`config.mk`:
```
export PLATFORM = sky130hd
export DESIGN_NAME = irrigation_level_ctrl
export DESIGN_NICKNAME = d
export VERILOG_FILES = /design/src/rtl/irrigation_level_ctrl.sv
export SDC_FILE = /design/constraint.sdc
export NUM_CORES = 1
export LEC_CHECK = 0
export CAP_MARGIN = 20
export CORE_MARGIN = 8
export CORE_UTILIZATION = 40
export CTS_CLUSTER_DIAMETER = 40
export DETAILED_ROUTE_END_ITERATION = 8
export PLACE_DENSITY = 0.67
export SLEW_MARGIN = 25
export SYNTH_ARGS = -nofsm -noshare
export SYNTH_HDL_FRONTEND = slang
export SYNTH_SLANG_ARGS = --single-unit
```
`constraint.sdc`:
```
create_clock -name clock -period 2 [get_ports clock]
set_input_delay 0.2 -clock clock [delete_from_list [all_inputs] [get_ports clock]]
set_output_delay 0.2 -clock clock [all_outputs]
set_load 0.02 [all_outputs]
```
`src/rtl/irrigation_level_ctrl.sv`:
```
// rtl/irrigation_level_ctrl.sv - tank level / sprinkler / drip controller with mm:ss BCD countdown
// Optional IRRIG_PAUSE_EN adds a pause input that freezes the countdown and level.
module irrigation_level_ctrl #(
    parameter int ASP_PERIOD  = 5,
    parameter int GOT_PERIOD  = 10,
    parameter int SEC_PER_MIN = 60
) (
    input  logic       clock,
    input  logic       rst,
    input  logic       tick,
    input  logic       fill,
    input  logic       asp_req,
    input  logic       got_req,
`ifdef IRRIG_PAUSE_EN
    input  logic       pause,
`endif
    output logic       H,
    output logic       M,
    output logic       L,
    output logic       Bs,
    output logic       Vs,
    output logic       Error,
    output logic [3:0] bcd_10m,
    output logic [3:0] bcd_m,
    output logic [3:0] bcd_10s,
    output logic [3:0] bcd_s
);

    typedef enum logic [2:0] {
        ST_IDLE  = 3'd0,
        ST_ASP   = 3'd1,
        ST_GOT   = 3'd2,
        ST_ERR   = 3'd3,
        ST_EMPTY = 3'd4
    } state_t;

    localparam logic [3:0] ASP_10M = 4'((ASP_PERIOD - 1) / 10);
    localparam logic [3:0] ASP_M   = 4'((ASP_PERIOD - 1) % 10);
    localparam logic [3:0] GOT_10M = 4'((GOT_PERIOD - 1) / 10);
    localparam logic [3:0] GOT_M   = 4'((GOT_PERIOD - 1) % 10);
    localparam logic [3:0] SEC_10S = 4'((SEC_PER_MIN - 1) / 10);
    localparam logic [3:0] SEC_S   = 4'((SEC_PER_MIN - 1) % 10);

    localparam logic [15:0] ASP_LOAD = {ASP_10M, ASP_M, SEC_10S, SEC_S};
    localparam logic [15:0] GOT_LOAD = {GOT_10M, GOT_M, SEC_10S, SEC_S};

    state_t      r_state, w_state;
    logic [1:0]  r_lvl, w_lvl;
    logic [15:0] r_cnt, w_cnt;
    logic        w_tick;
    logic        w_req;
    logic        w_zero;
    logic [15:0] w_reload;

`ifdef IRRIG_PAUSE_EN
    assign w_tick = tick & ~pause;
`else
    assign w_tick = tick;
`endif

    assign w_zero   = (r_cnt == 16'h0000);
    assign w_req    = (r_state == ST_ASP) ? asp_req : got_req;
    assign w_reload = (r_state == ST_ASP) ? ASP_LOAD : GOT_LOAD;

    // BCD mm:ss decrement; seconds borrow wraps to SEC_PER_MIN-1. Never called at 00:00.
    function automatic logic [15:0] bcd_dec(input logic [15:0] c);
        logic [15:0] n;
        n = c;
        if (c[3:0] != 4'd0) begin
            n[3:0] = c[3:0] - 4'd1;
        end else if (c[7:4] != 4'd0) begin
            n[7:4] = c[7:4] - 4'd1;
            n[3:0] = 4'd9;
        end else begin
            n[7:0] = {SEC_10S, SEC_S};
            if (c[11:8] != 4'd0) begin
                n[11:8] = c[11:8] - 4'd1;
            end else begin
                n[15:12] = c[15:12] - 4'd1;
                n[11:8]  = 4'd9;
            end
        end
        return n;
    endfunction

    always_ff @(posedge clock) begin
        if (rst) begin
            r_state <= ST_IDLE;
            r_lvl   <= 2'd3;
            r_cnt   <= 16'h0000;
        end else begin
            r_state <= w_state;
            r_lvl   <= w_lvl;
            r_cnt   <= w_cnt;
        end
    end

    always_comb begin
        w_state = r_state;
        w_cnt   = r_cnt;
        w_lvl   = (fill && r_state != ST_ERR) ? 2'd3 : r_lvl;
        if (asp_req && got_req) begin
            w_state = ST_ERR;
            w_cnt   = 16'h0000;
        end else begin
            case (r_state)
                ST_ERR: begin
                    if (!asp_req && !got_req)
                        w_state = (r_lvl != 2'd0) ? ST_IDLE : ST_EMPTY;
                end
                ST_IDLE: begin
                    if (r_lvl == 2'd0) begin
                        w_state = ST_EMPTY;
                    end else if (asp_req) begin
                        w_state = ST_ASP;
                        w_cnt   = ASP_LOAD;
                    end else if (got_req) begin
                        w_state = ST_GOT;
                        w_cnt   = GOT_LOAD;
                    end
                end
                ST_ASP, ST_GOT: begin
                    if (!w_req) begin
                        w_state = ST_IDLE;
                        w_cnt   = 16'h0000;
                    end else if (w_tick) begin
                        if (!w_zero) begin
                            w_cnt = bcd_dec(r_cnt);
                        end else if (fill) begin
                            // refill wins over the drop, but the period still restarts
                            w_cnt = w_reload;
                        end else if (r_lvl == 2'd1) begin
                            w_lvl   = 2'd0;
                            w_state = ST_EMPTY;
                            w_cnt   = 16'h0000;
                        end else begin
                            w_lvl = r_lvl - 2'd1;
                            w_cnt = w_reload;
                        end
                    end
                end
                ST_EMPTY: begin
                    if (r_lvl != 2'd0)
                        w_state = ST_IDLE;
                end
                default: begin
                    w_state = ST_IDLE;
                    w_cnt   = 16'h0000;
                end
            endcase
        end
    end

    assign H       = (r_lvl == 2'd3);
    assign M       = (r_lvl >= 2'd2);
    assign L       = (r_lvl != 2'd0);
    assign Bs      = (r_state == ST_ASP);
    assign Vs      = (r_state == ST_GOT);
    assign Error   = (r_state == ST_ERR);
    assign bcd_10m = r_cnt[15:12];
    assign bcd_m   = r_cnt[11:8];
    assign bcd_10s = r_cnt[7:4];
    assign bcd_s   = r_cnt[3:0];

endmodule

```
# Yosys cells after proc, flatten, opt, wreduce, memory -nomap -nowiden
# Cells that the tools add are included.
[word_totals]
reg_bits = 21
in_bits = 6
output_inout_bits = 22
[op_classes]
n_addsub = 5
magnitude_cmp = 1
eq_ne = 26
n_mux = 38
n_bitwise = 1
n_reduce_logical = 21
[op_table]
columns = ["op", "n"]
rows = [
  ["16-bit 2-to-1 mux", 6],
  ["12-bit 2-to-1 mux", 4],
  ["16-bit one-hot mux with 3 select lines", 1],
  ["3-bit 2-to-1 mux", 11],
  ["4-bit != test (second input constant)", 8],
  ["7-bit AND reduction", 3],
  ["2-bit 2-to-1 mux", 9],
  ["3-bit != test (second input constant)", 6],
  ["16-bit zero test", 1],
  ["8-bit 2-to-1 mux", 2],
  ["4-bit by 1-bit subtractor with 4-bit output (second input constant)", 4],
  ["4-bit 2-to-1 mux", 3],
  ["3-bit one-hot mux with 4 select lines", 1],
  ["4-bit nonzero test", 3],
  ["3-bit by 2-bit == test with 1-bit output (second input constant)", 2],
  ["6-bit AND reduction", 1],
  ["2-bit OR reduction", 3],
  ["5-bit != test (second input constant)", 1],
  ["5-bit AND reduction", 1],
  ["2-bit != test (second input constant)", 2],
  ["4-bit AND reduction", 1],
  ["3-bit by 1-bit == test with 1-bit output (second input constant)", 1],
  ["3-bit == test (second input constant)", 1],
  ["1-bit logical AND", 3],
  ["other kinds (13)", 14],
]

# Depth between registers and ports, before layout
# Gate-level depths: netlist of the first run.
[depth]
word_depth = 9
depth_mapped = 8
ltp_nobuf = 7

# Worst setup path after synthesis of the first run
# No wires, ideal clock.
[synth_timing]
path_kind = "register to register"
start = "register r_cnt[8]"
end = "register r_lvl[1]"
t_arrival_ns = 2.228
t_required_ns = 1.886
setup_slack_ns = -0.342
stages_incl_launch_ff = 8
n_path_buf = 0
path_cell_list = "dfxtp_1 > inv_1 > ha_1 > or3b_4 > or4_4 > a2111oi_4 > nand2_1 > a21o_1"
[synth_via]
elab_chain_cells = 6
[synth_rtl]
columns = ["item", "line", "rtl"]
rows = [
  ["start, declared", "49", "logic [15:0] r_cnt, w_cnt;"],
  ["start signal, assigned", "94", "r_cnt <= w_cnt;"],
  ["16-bit zero test", "61", "assign w_zero = (r_cnt == 16'h0000);"],
  ["2-bit 2-to-1 mux", "127", "if (!w_zero) begin"],
  ["2-bit 2-to-1 mux", "126", "end else if (w_tick) begin"],
  ["2-bit 2-to-1 mux", "123", "if (!w_req) begin"],
  ["2-bit 2-to-1 mux", "106", "case (r_state)"],
  ["2-bit 2-to-1 mux", "102", "if (asp_req && got_req) begin"],
  ["end signal, assigned", "93", "r_lvl <= w_lvl;"],
  ["end, declared", "48", "logic [1:0] r_lvl, w_lvl;"],
]
# Every way passes these cells.
# A chain may end at the register's enable or synchronous reset.

# Final worst setup path of the first run
[layout_timing]
start = "register r_cnt[4]"
end = "register r_cnt[8]"
[layout_via]
elab_chain_cells = 5
elab_cells_between_ends = 9
cone_classes = "eq/ne (2); mux (4); reduce/logical (3)"
[layout_rtl]
columns = ["item", "line"]
rows = [
  ["16-bit zero test", "61"],
  ["16-bit 2-to-1 mux", "127"],
  ["16-bit 2-to-1 mux", "126"],
  ["16-bit 2-to-1 mux", "123"],
  ["16-bit one-hot mux with 3 select lines", "106"],
]
# Parallel ways exist; a longest one is shown, timed or not. The select of a mux whose other input is x is not followed.

==> results of run 1 <==
worst max-delay path by stage:
stage               startpoint          to  depth (start not counted)
finish                r_cnt[4]    r_cnt[8]                          8
CTS                   r_cnt[4]    r_lvl[1]                          7
global route          r_cnt[4]    r_cnt[8]                          8
global placement       got_req  r_state[2]                          7
detailed placement     got_req  r_state[2]                          7
floorplan             r_cnt[5]    r_lvl[1]                          7
cell type report:
type                       count  share of cell area, %
sequential                    21                  18.45
inverter                      16                  2.741
multi-input combinational    136                  44.91
timing repair buffer          83                  29.47
tap                           48                  2.530
clock buffer                   4                  1.898
synthesized netlist by cell type, drive strengths merged (2+ instances only):
master and instances:
dfxtp 21, a21oi 20, inv 16, o21ai 14
nor2 12, ha 10, nand2 8, nor3 7
or3 5, clkbuf 4, or3b 4, a21o 3
buf 3, mux2i 3, o31ai 3, a2111oi 2
a211oi 2, a31o 2, a31oi 2, nand2b 2
nand3b 2, nor3b 2, nor4 2, o211a 2
o211ai 2, o21bai 2, or2 2, or4 2
power breakdown:
part | internal (uW) | total [uW] | switching, uW
registers | 457 | 485 | 28.1
logic | 418 | 805 | 387
clock network | 143 | 296 | 154
total | 1020 | 1590 | 568
per-stage QoR:
step	instances	TNS [ns]
after floorplan	180	-0.4003
after global placement	300	-1.337
after detailed placement	300	-2.019
after CTS	305	-0.5899
after global routing	308	-2.639
final	308	-1.056
sequential cells by signal, indices dropped and copies added, names as in the netlist:
signal   flops
r_cnt       16
r_state      3
r_lvl        2
worst register-to-register path, cell delays in order (launching register included):
cell and delay, ns:
sky130_fd_sc_hd__dfxtp_4 0.35, sky130_fd_sc_hd__inv_4 0.05, sky130_fd_sc_hd__ha_4 0.12, sky130_fd_sc_hd__or3b_4 0.38, sky130_fd_sc_hd__or4_4 0.58, sky130_fd_sc_hd__buf_6 0.14, sky130_fd_sc_hd__o21ai_4 0.12, sky130_fd_sc_hd__o22ai_2 0.09
sky130_fd_sc_hd__a31o_2 0.23
timing repair:
item,CTS,global route
setup buffers,1,3
endpoints found under the setup margin,10,18
gates resized for setup,15,10
pin swaps,6,5
hold buffers,0,0
kinds of logic (layout without fill, tap and decap cells):
kind of cell,count (synthesis),in the layout,share of synthesized area [%]
XOR/XNOR,2,2,1.193
multiplexers,3,3,2.044
AO/OA/AOI/OAI,67,67,32.03
flip-flops,21,21,28.62
buffers and inverters,23,103,6.132
AND/OR/NAND/NOR,54,54,21.46
adder cells (fa/ha/maj),10,10,8.518
metal layers:
metal  up-vias  wire length, um  track usage [%]
li1        826                -                -
met1       823             2082            18.06
met2        31             2340            27.51
met3         5              234            4.127
met4         0               53            5.385
met5         -                0                0
==> results.txt, run 1 <==
----------------------------------------------------
[Outcome]
  Run status ... complete, but fails checks
  Failing checks ... negative setup slack

[Min path]
  Worst Hold Endpoint ... r_state[0]
  Worst hold path type ... in -> reg
  Worst min-delay path startpoint ... asp_req
  Worst hold path cell count ... 3

[Power and ir drop]
  PwrDens ... about 670 nW/um2
  Leakage power total ... ~0.0010 uW
  Worst-case vdd ir drop ... approximately 370 uV
  Total Power ... around 1600 uW

[Worst setup path]
  Maximum fanout count along the critical path ... 3
  Worst reg2reg path endpoint ... r_cnt[8]
  Worst endpoint data arrival time ... 2.34 ns
  Number of buffers and inverters on the critical path ... 2
  Critical path class ... reg -> reg
  Cells on worst reg2reg path ... 8
  Critical path endpoint category ... flip-flop
  CP delay by family, top ... simple AND/OR/NAND/NOR gates
  Data required time at the worst endpoint ... 2.17 ns
  Critical path's largest stage delay ... between 0.5 and 0.6 ns
  Register-to-register path setup slack ... -0.17 ns
  Slowest cell on crit path ... sky130_fd_sc_hd__or4_4
  Worst flop-to-flop path startpoint ... r_cnt[4]
  Startpoint class of the critical path ... flip-flop
  Cells along the critical path ... inv_4 -> ha_4 -> or3b_4 -> or4_4 -> buf_6 -> o21ai_4 -> o22ai_2 -> a31o_2

[Finish]
  Sequential cell area ... 437.9 um2
  Antenna cells ... 0
  Area growth from synthesis to layout ... 61.58%
  Multi-input gate area ... roughly 1100 um2
  Nets ... between 200 and 300
  Finished Cell Area ... between 2000 and 2500 um2
  Utilization after layout ... between 60% and 70%
  Share of post-route cells with drive strength above 1 ... 39.23%
  Filler cells ... 310
  Most common library cell in the layout ignoring fill and taps ... sky130_fd_sc_hd__buf_4
  Commonest non-fill, non-tap cells in the layout ... 55 x sky130_fd_sc_hd__buf_4, 25 x sky130_fd_sc_hd__clkdlybuf4s50_1, 19 x sky130_fd_sc_hd__a21oi_1

[Global routing]
  Wire length of the first global-routing pass ... just under 8000 um
  Number of antenna violations at the first check in global routing ... 0
  Via count of the first global-routing pass ... about 1.7k
  Total overflow reported by the global router ... 0
  All-layer global routing usage ... between 10% and 20%
  Maximum number of pins on one net before global-route repair ... 13

[Floorplanning]
  Area of the die ... between 5000 and 6000 um2
  Starting density of the core ... just over 40%
  CORE AREA ... around 3600 um2
  Chip height ... 76.60 um
  Floorplan row count ... 22
  Chip width ... around 77 um
  Total I/O pin count ... 28

[Timing]
  Worst clock skew on the final layout ... 0.01361 ns
  Number of slew-limit violations in the final report ... 0
  Count of final hold-check violations ... 0
  RSZ-0062 raised after global routing ... true
  Relative slew slack ... approximately two thirds
  Maximum clock frequency ... 0.4617 GHz
  Setup Viol. Count Final ... 14
  Crit path setup slack, layout ... -0.1659 ns
  Hold slack final ... 0.5767 ns
  Final cycle utilization of the critical path ... 108.3%
  Actual slew at the worst max-slew pin ... approximately 0.5 ns
  Final critical delay including setup and external delays ... 2.166 ns

[Yosys]
  Count of yosys warnings during synthesis ... 0
  Post-synthesis instance area ... between 1000 and 1500 um2
  Count of different cell masters after synthesis ... 54
  Flip-flop and latch count after synthesis ... 21
  Nets in the synthesized netlist ... 196
  Primary FF master, synth ... sky130_fd_sc_hd__dfxtp_1
  Cell types with the largest area share after synthesis ... sky130_fd_sc_hd__dfxtp_1 29%, sky130_fd_sc_hd__ha_1 8.5%, sky130_fd_sc_hd__a21oi_1 6.8%
  Fraction of registers with async set or reset after synthesis ... 0%
  Mapped Avg Cell Area ... 8.161 um2
  EDFF count, synth ... 0
  Sequential element share of the synthesized area ... roughly 29%
  Post-synthesis cell type with the largest combined area ... sky130_fd_sc_hd__dfxtp_1
  Gate Count Post-Synth ... 180
  Area share of the leading cell type in the synthesized netlist ... between 20% and 30%

[Route]
  Via density per instance ... ~5.5
  Residual DRC count ... 0
  First-pass detailed-route iteration total ... 4
  Via count ... between 1.5k and 2k
  1st-iter DRT viols ... 91
  Wire length per cell after detailed routing ... 15.29 um
  Wire length after detailed routing ... approximately 4700 um
  Remaining antenna violation count after routing ... 0

[Place]
  Worst slack, placed ... -0.2155 ns
  Post-detail-place hpwl ... around 3500 um
  Input/output buffers ... 27
  Total placed instance area ... 2191 um2
  Last weighted congestion value of the routability-driven placer ... 0.8759

[Clock tree]
  Clk slew on worst S/H paths ... roughly 0.09 ns
  CTS HTree Levels ... 1
  TritonCTS sink count ... 21
  Clock insertion delay at the later pin of the skew report ... roughly 0.28 ns
  CTS tree ... yes
  Cts bufs inserted ... 3
  Root cell of the clock tree ... sky130_fd_sc_hd__clkbuf_8
  Maximum root-to-sink buffer count ... 2

[Job]
  Max-cap violations ... 0

----------------------------------------------------
No activity file was read; power rests on OpenSTA's default activity.
==> inputs of run 2 (changes only) <==
Clock period 2 ns to 1.9 ns, I/O delays scaled along.
==> results.txt, run 2 (synthesis gave the netlist of run 1 again) <==
----------------------------------------------------
[Finish]
  Commonest non-fill, non-tap cells in the layout ... 59 x sky130_fd_sc_hd__buf_4, 23 x sky130_fd_sc_hd__clkdlybuf4s50_1, 13 x sky130_fd_sc_hd__a21oi_1 (was 55 x sky130_fd_sc_hd__buf_4, 25 x sky130_fd_sc_hd__clkdlybuf4s50_1, 19 x sky130_fd_sc_hd__a21oi_1)
  Most common library cell in the layout ignoring fill and taps ... sky130_fd_sc_hd__buf_4 (unchanged)
  Max FFs per register ... 16 (unchanged)
  Area growth from synthesis to layout ... 78.11% (was 61.58%)
  Regs by FF count ... r_cnt x16, r_state x3, r_lvl x2 (unchanged)
  Most flop-heavy register ... r_cnt (unchanged)
  Filler cells ... 263 (was 310)
  Share of post-route cells with drive strength above 1 ... 47.79% (was 39.23%)
  Final cell count without fillers ... 320 (was 308)
  Utilization after layout ... 72.55% (was 65.82%)
  Antenna cells ... 0 (unchanged)
  Nets ... 289 (was 277)

[Place]
  Worst slack, placed ... -0.2812 ns (was -0.2155 ns)
  Cells after DPL ... 302 (was 300)
  Post-detail-place hpwl ... 3575 um (was 3476 um)
  Last weighted congestion value of the routability-driven placer ... 0.8991 (was 0.8759)
  Input/output buffers ... 27 (unchanged)

[Power and ir drop]
  Leakage power total ... 0.001111 uW (was 0.001046 uW)
  Comb power frac ... 56.3% (was 50.7%)
  Sequential share of power ... 26.7% (was 30.6%)
  Switching power as a share of total power ... 37.89% (was 35.84%)
  Total Power ... 1902 uW (was 1586 uW)
  Switching pwr ... 720.6 uW (was 568.5 uW)
  Internal power component ... 1181 uW (was 1018 uW)
  Worst-case vdd ir drop ... 364.7 uV (was 369.6 uV)
  Clock share of power ... 17.0% (was 18.7%)
  PwrDens ... 726.9 nW/um2 (was 668.3 nW/um2)

[Timing]
  RSZ-0062 raised after global routing ... true (unchanged)
  Final cycle utilization of the critical path ... 116.2% (was 108.3%)
  Setup Viol. Count Final ... 16 (was 14)
  Worst clock skew on the final layout ... 0.01352 ns (was 0.01361 ns)
  Relative slew slack ... 56.89% (was 67.00%)
  Actual slew at the worst max-slew pin ... 0.6453 ns (was 0.4926 ns)
  Setup TNS Final ... -3.672 ns (was -1.056 ns)
  Number of slew-limit violations in the final report ... 0 (unchanged)
  Crit path setup slack, layout ... -0.3069 ns (was -0.1659 ns)
  Maximum clock frequency ... 0.4531 GHz (was 0.4617 GHz)
  Final critical delay including setup and external delays ... 2.207 ns (was 2.166 ns)
  Count of final hold-check violations ... 0 (unchanged)

[Worst setup path]
  Worst reg2reg path endpoint ... r_cnt[8] (unchanged)
  Startpoint class of the critical path ... flip-flop (unchanged)
  Launch point of the worst path ... r_cnt[12] (was r_cnt[4])
  Crit path capture ... r_cnt[8] (unchanged)
  Maximum fanout count along the critical path ... 4 (was 3)
  Critical path class ... reg -> reg (unchanged)
  Data required time at the worst endpoint ... 2.09 ns (was 2.17 ns)
  Worst flop-to-flop path startpoint ... r_cnt[12] (was r_cnt[4])
  Number of buffers and inverters on the critical path ... 2 (unchanged)
  Cells on worst reg2reg path ... 8 (unchanged)
  CP delay by family, top ... simple AND/OR/NAND/NOR gates (unchanged)
  Critical path's largest stage delay ... 0.59 ns (was 0.58 ns)
  Worst endpoint data arrival time ... 2.39 ns (was 2.34 ns)
  Register-to-register path setup slack ... -0.31 ns (was -0.17 ns)
  Slowest cell on crit path ... sky130_fd_sc_hd__or4_4 (unchanged)
  Cells along the critical path ... inv_4 -> ha_4 -> or3b_4 -> or4_4 -> buf_4 -> o21ai_2 -> o22ai_1 -> a31o_2 (was inv_4 -> ha_4 -> or3b_4 -> or4_4 -> buf_6 -> o21ai_4 -> o22ai_2 -> a31o_2)
  Critical path depth in cells ... 8 (unchanged)
  Critical path endpoint category ... flip-flop (unchanged)

[Global routing]
  Number of antenna violations at the first check in global routing ... 0 (unchanged)
  M2 GR Usage ... 28.11% (was 27.51%)
  Maximum number of pins on one net before global-route repair ... 13 (unchanged)
  Busiest layer in global routing ... met2 (unchanged)
  Total overflow reported by the global router ... 0 (unchanged)
  Met1 routing resource usage after global routing ... 17.26% (was 18.06%)
  Via count of the first global-routing pass ... 1685 (was 1688)
  Met3 routing resource usage after global routing ... 3.656% (was 4.127%)
  Wire length of the first global-routing pass ... 7741 um (was 7859 um)
  All-layer global routing usage ... 15.54% (was 15.78%)

[Clock tree]
  Number of buffers inserted by hold repair at cts ... 0 (unchanged)
  Cts bufs inserted ... 3 (unchanged)
  Clock insertion delay at the later pin of the skew report ... 0.29 ns (was 0.28 ns)
  TritonCTS sink count ... 21 (unchanged)
  CTS HTree Levels ... 1 (unchanged)
  Root cell of the clock tree ... sky130_fd_sc_hd__clkbuf_8 (unchanged)
  Clk slew on worst S/H paths ... 0.09 ns (about the same)
  Maximum root-to-sink buffer count ... 2 (unchanged)
  CTS tree ... yes (unchanged)

[Floorplanning]
  CORE AREA ... 3606 um2 (unchanged)
  Total I/O pin count ... 28 (unchanged)
  Floorplan row count ... 22 (unchanged)
  Chip width ... 76.60 um (unchanged)
  Starting density of the core ... 40.74% (unchanged)
  Chip height ... 76.60 um (unchanged)
  Area of the die ... 5868 um2 (unchanged)

[Route]
  Remaining antenna violation count after routing ... 0 (unchanged)
  Via density per instance ... 5.491 (was 5.471)
  First-pass detailed-route iteration total ... 4 (unchanged)
  1st-iter DRT viols ... 159 (was 91)
  Via count ... 1757 (was 1685)
  Residual DRC count ... 0 (unchanged)
  Wire length after detailed routing ... 5496 um (was 4710 um)
  Wire length per cell after detailed routing ... 17.18 um (was 15.29 um)

[Min path]
  Worst hold path type ... in -> reg (unchanged)

[Job]
  Max-cap violations ... 0 (unchanged)

[Outcome]
  Run status ... complete, but fails checks (unchanged)
  Failing checks ... negative setup slack (unchanged)

----------------------------------------------------
[run 2: cell types whose count changed in the layout (fill, tap and decap cells not counted), moves of 2 or more]
cell and delta:
sky130_fd_sc_hd__a21oi_1 -6, sky130_fd_sc_hd__o21ai_1 -2, sky130_fd_sc_hd__a21oi_4 +3, sky130_fd_sc_hd__buf_6 +6
sky130_fd_sc_hd__inv_2 +2, sky130_fd_sc_hd__a21oi_2 +3, sky130_fd_sc_hd__clkdlybuf4s50_1 -2, sky130_fd_sc_hd__o21ai_2 +3
sky130_fd_sc_hd__inv_1 -2, sky130_fd_sc_hd__buf_4 +4
[run 2: repair_timing]
action	in CTS	in global routing
setup buffers	2	11
gates resized for setup	6	48
pin swaps	4	18
endpoints found under the setup margin	19	21
gates cloned	0	1
[run 2: worst min path at each step]
stage	depth (start not counted)	slack, ns	startpoint	end
2_1_floorplan	1	0.26	rst	r_state[0]
3_3_place_gp	3	0.57	r_cnt[13]	r_cnt[13]
3_5_place_dp	3	0.58	r_cnt[13]	r_cnt[13]
4_1_cts	2	0.60	rst	r_state[1]
5_1_grt	2	0.62	rst	r_state[0]
6_report	2	0.60	rst	r_state[1]
[run 2: area by class of cell]
| type | count | area [um2] | area share, % |
|---|---|---|---|
| clock buffer | 3 | 41.29 | 1.578 |
| timing repair buffer | 94 | 818.3 | 31.28 |
| inverter | 16 | 65.06 | 2.487 |
| tap | 48 | 60.06 | 2.296 |
| clock inverter | 1 | 5.005 | 0.1913 |
| sequential | 21 | 439.2 | 16.79 |
| multi-input combinational | 137 | 1187 | 45.39 |
[run 2: layer usage]
metal | vias up | share of wire, %
li1 | 850 | -
met3 | 9 | 4.8
met2 | 50 | 52
met4 | 0 | 2.1
met5 | - | 0
met1 | 848 | 41
[run 2: through the flow]
step	hold slack, ns	instance area (um2)
after floorplan	0.2591	1514
after global placement	0.5683	2220
after detailed placement	0.5830	2220
after CTS	0.5977	2322
after global routing	0.6233	2616
final	0.6025	2616
[run 2: power by group through the flow]
stage / Combinational, uW / Clock [uW] / Sequential, uW
2_1_floorplan: 364 / 0 / 569
3_3_place_gp: 745 / 0 / 513
3_5_place_dp: 766 / 0 / 515
4_1_cts: 806 / 320 / 506
5_1_grt: 1140 / 348 / 514
6_report: 1070 / 324 / 508
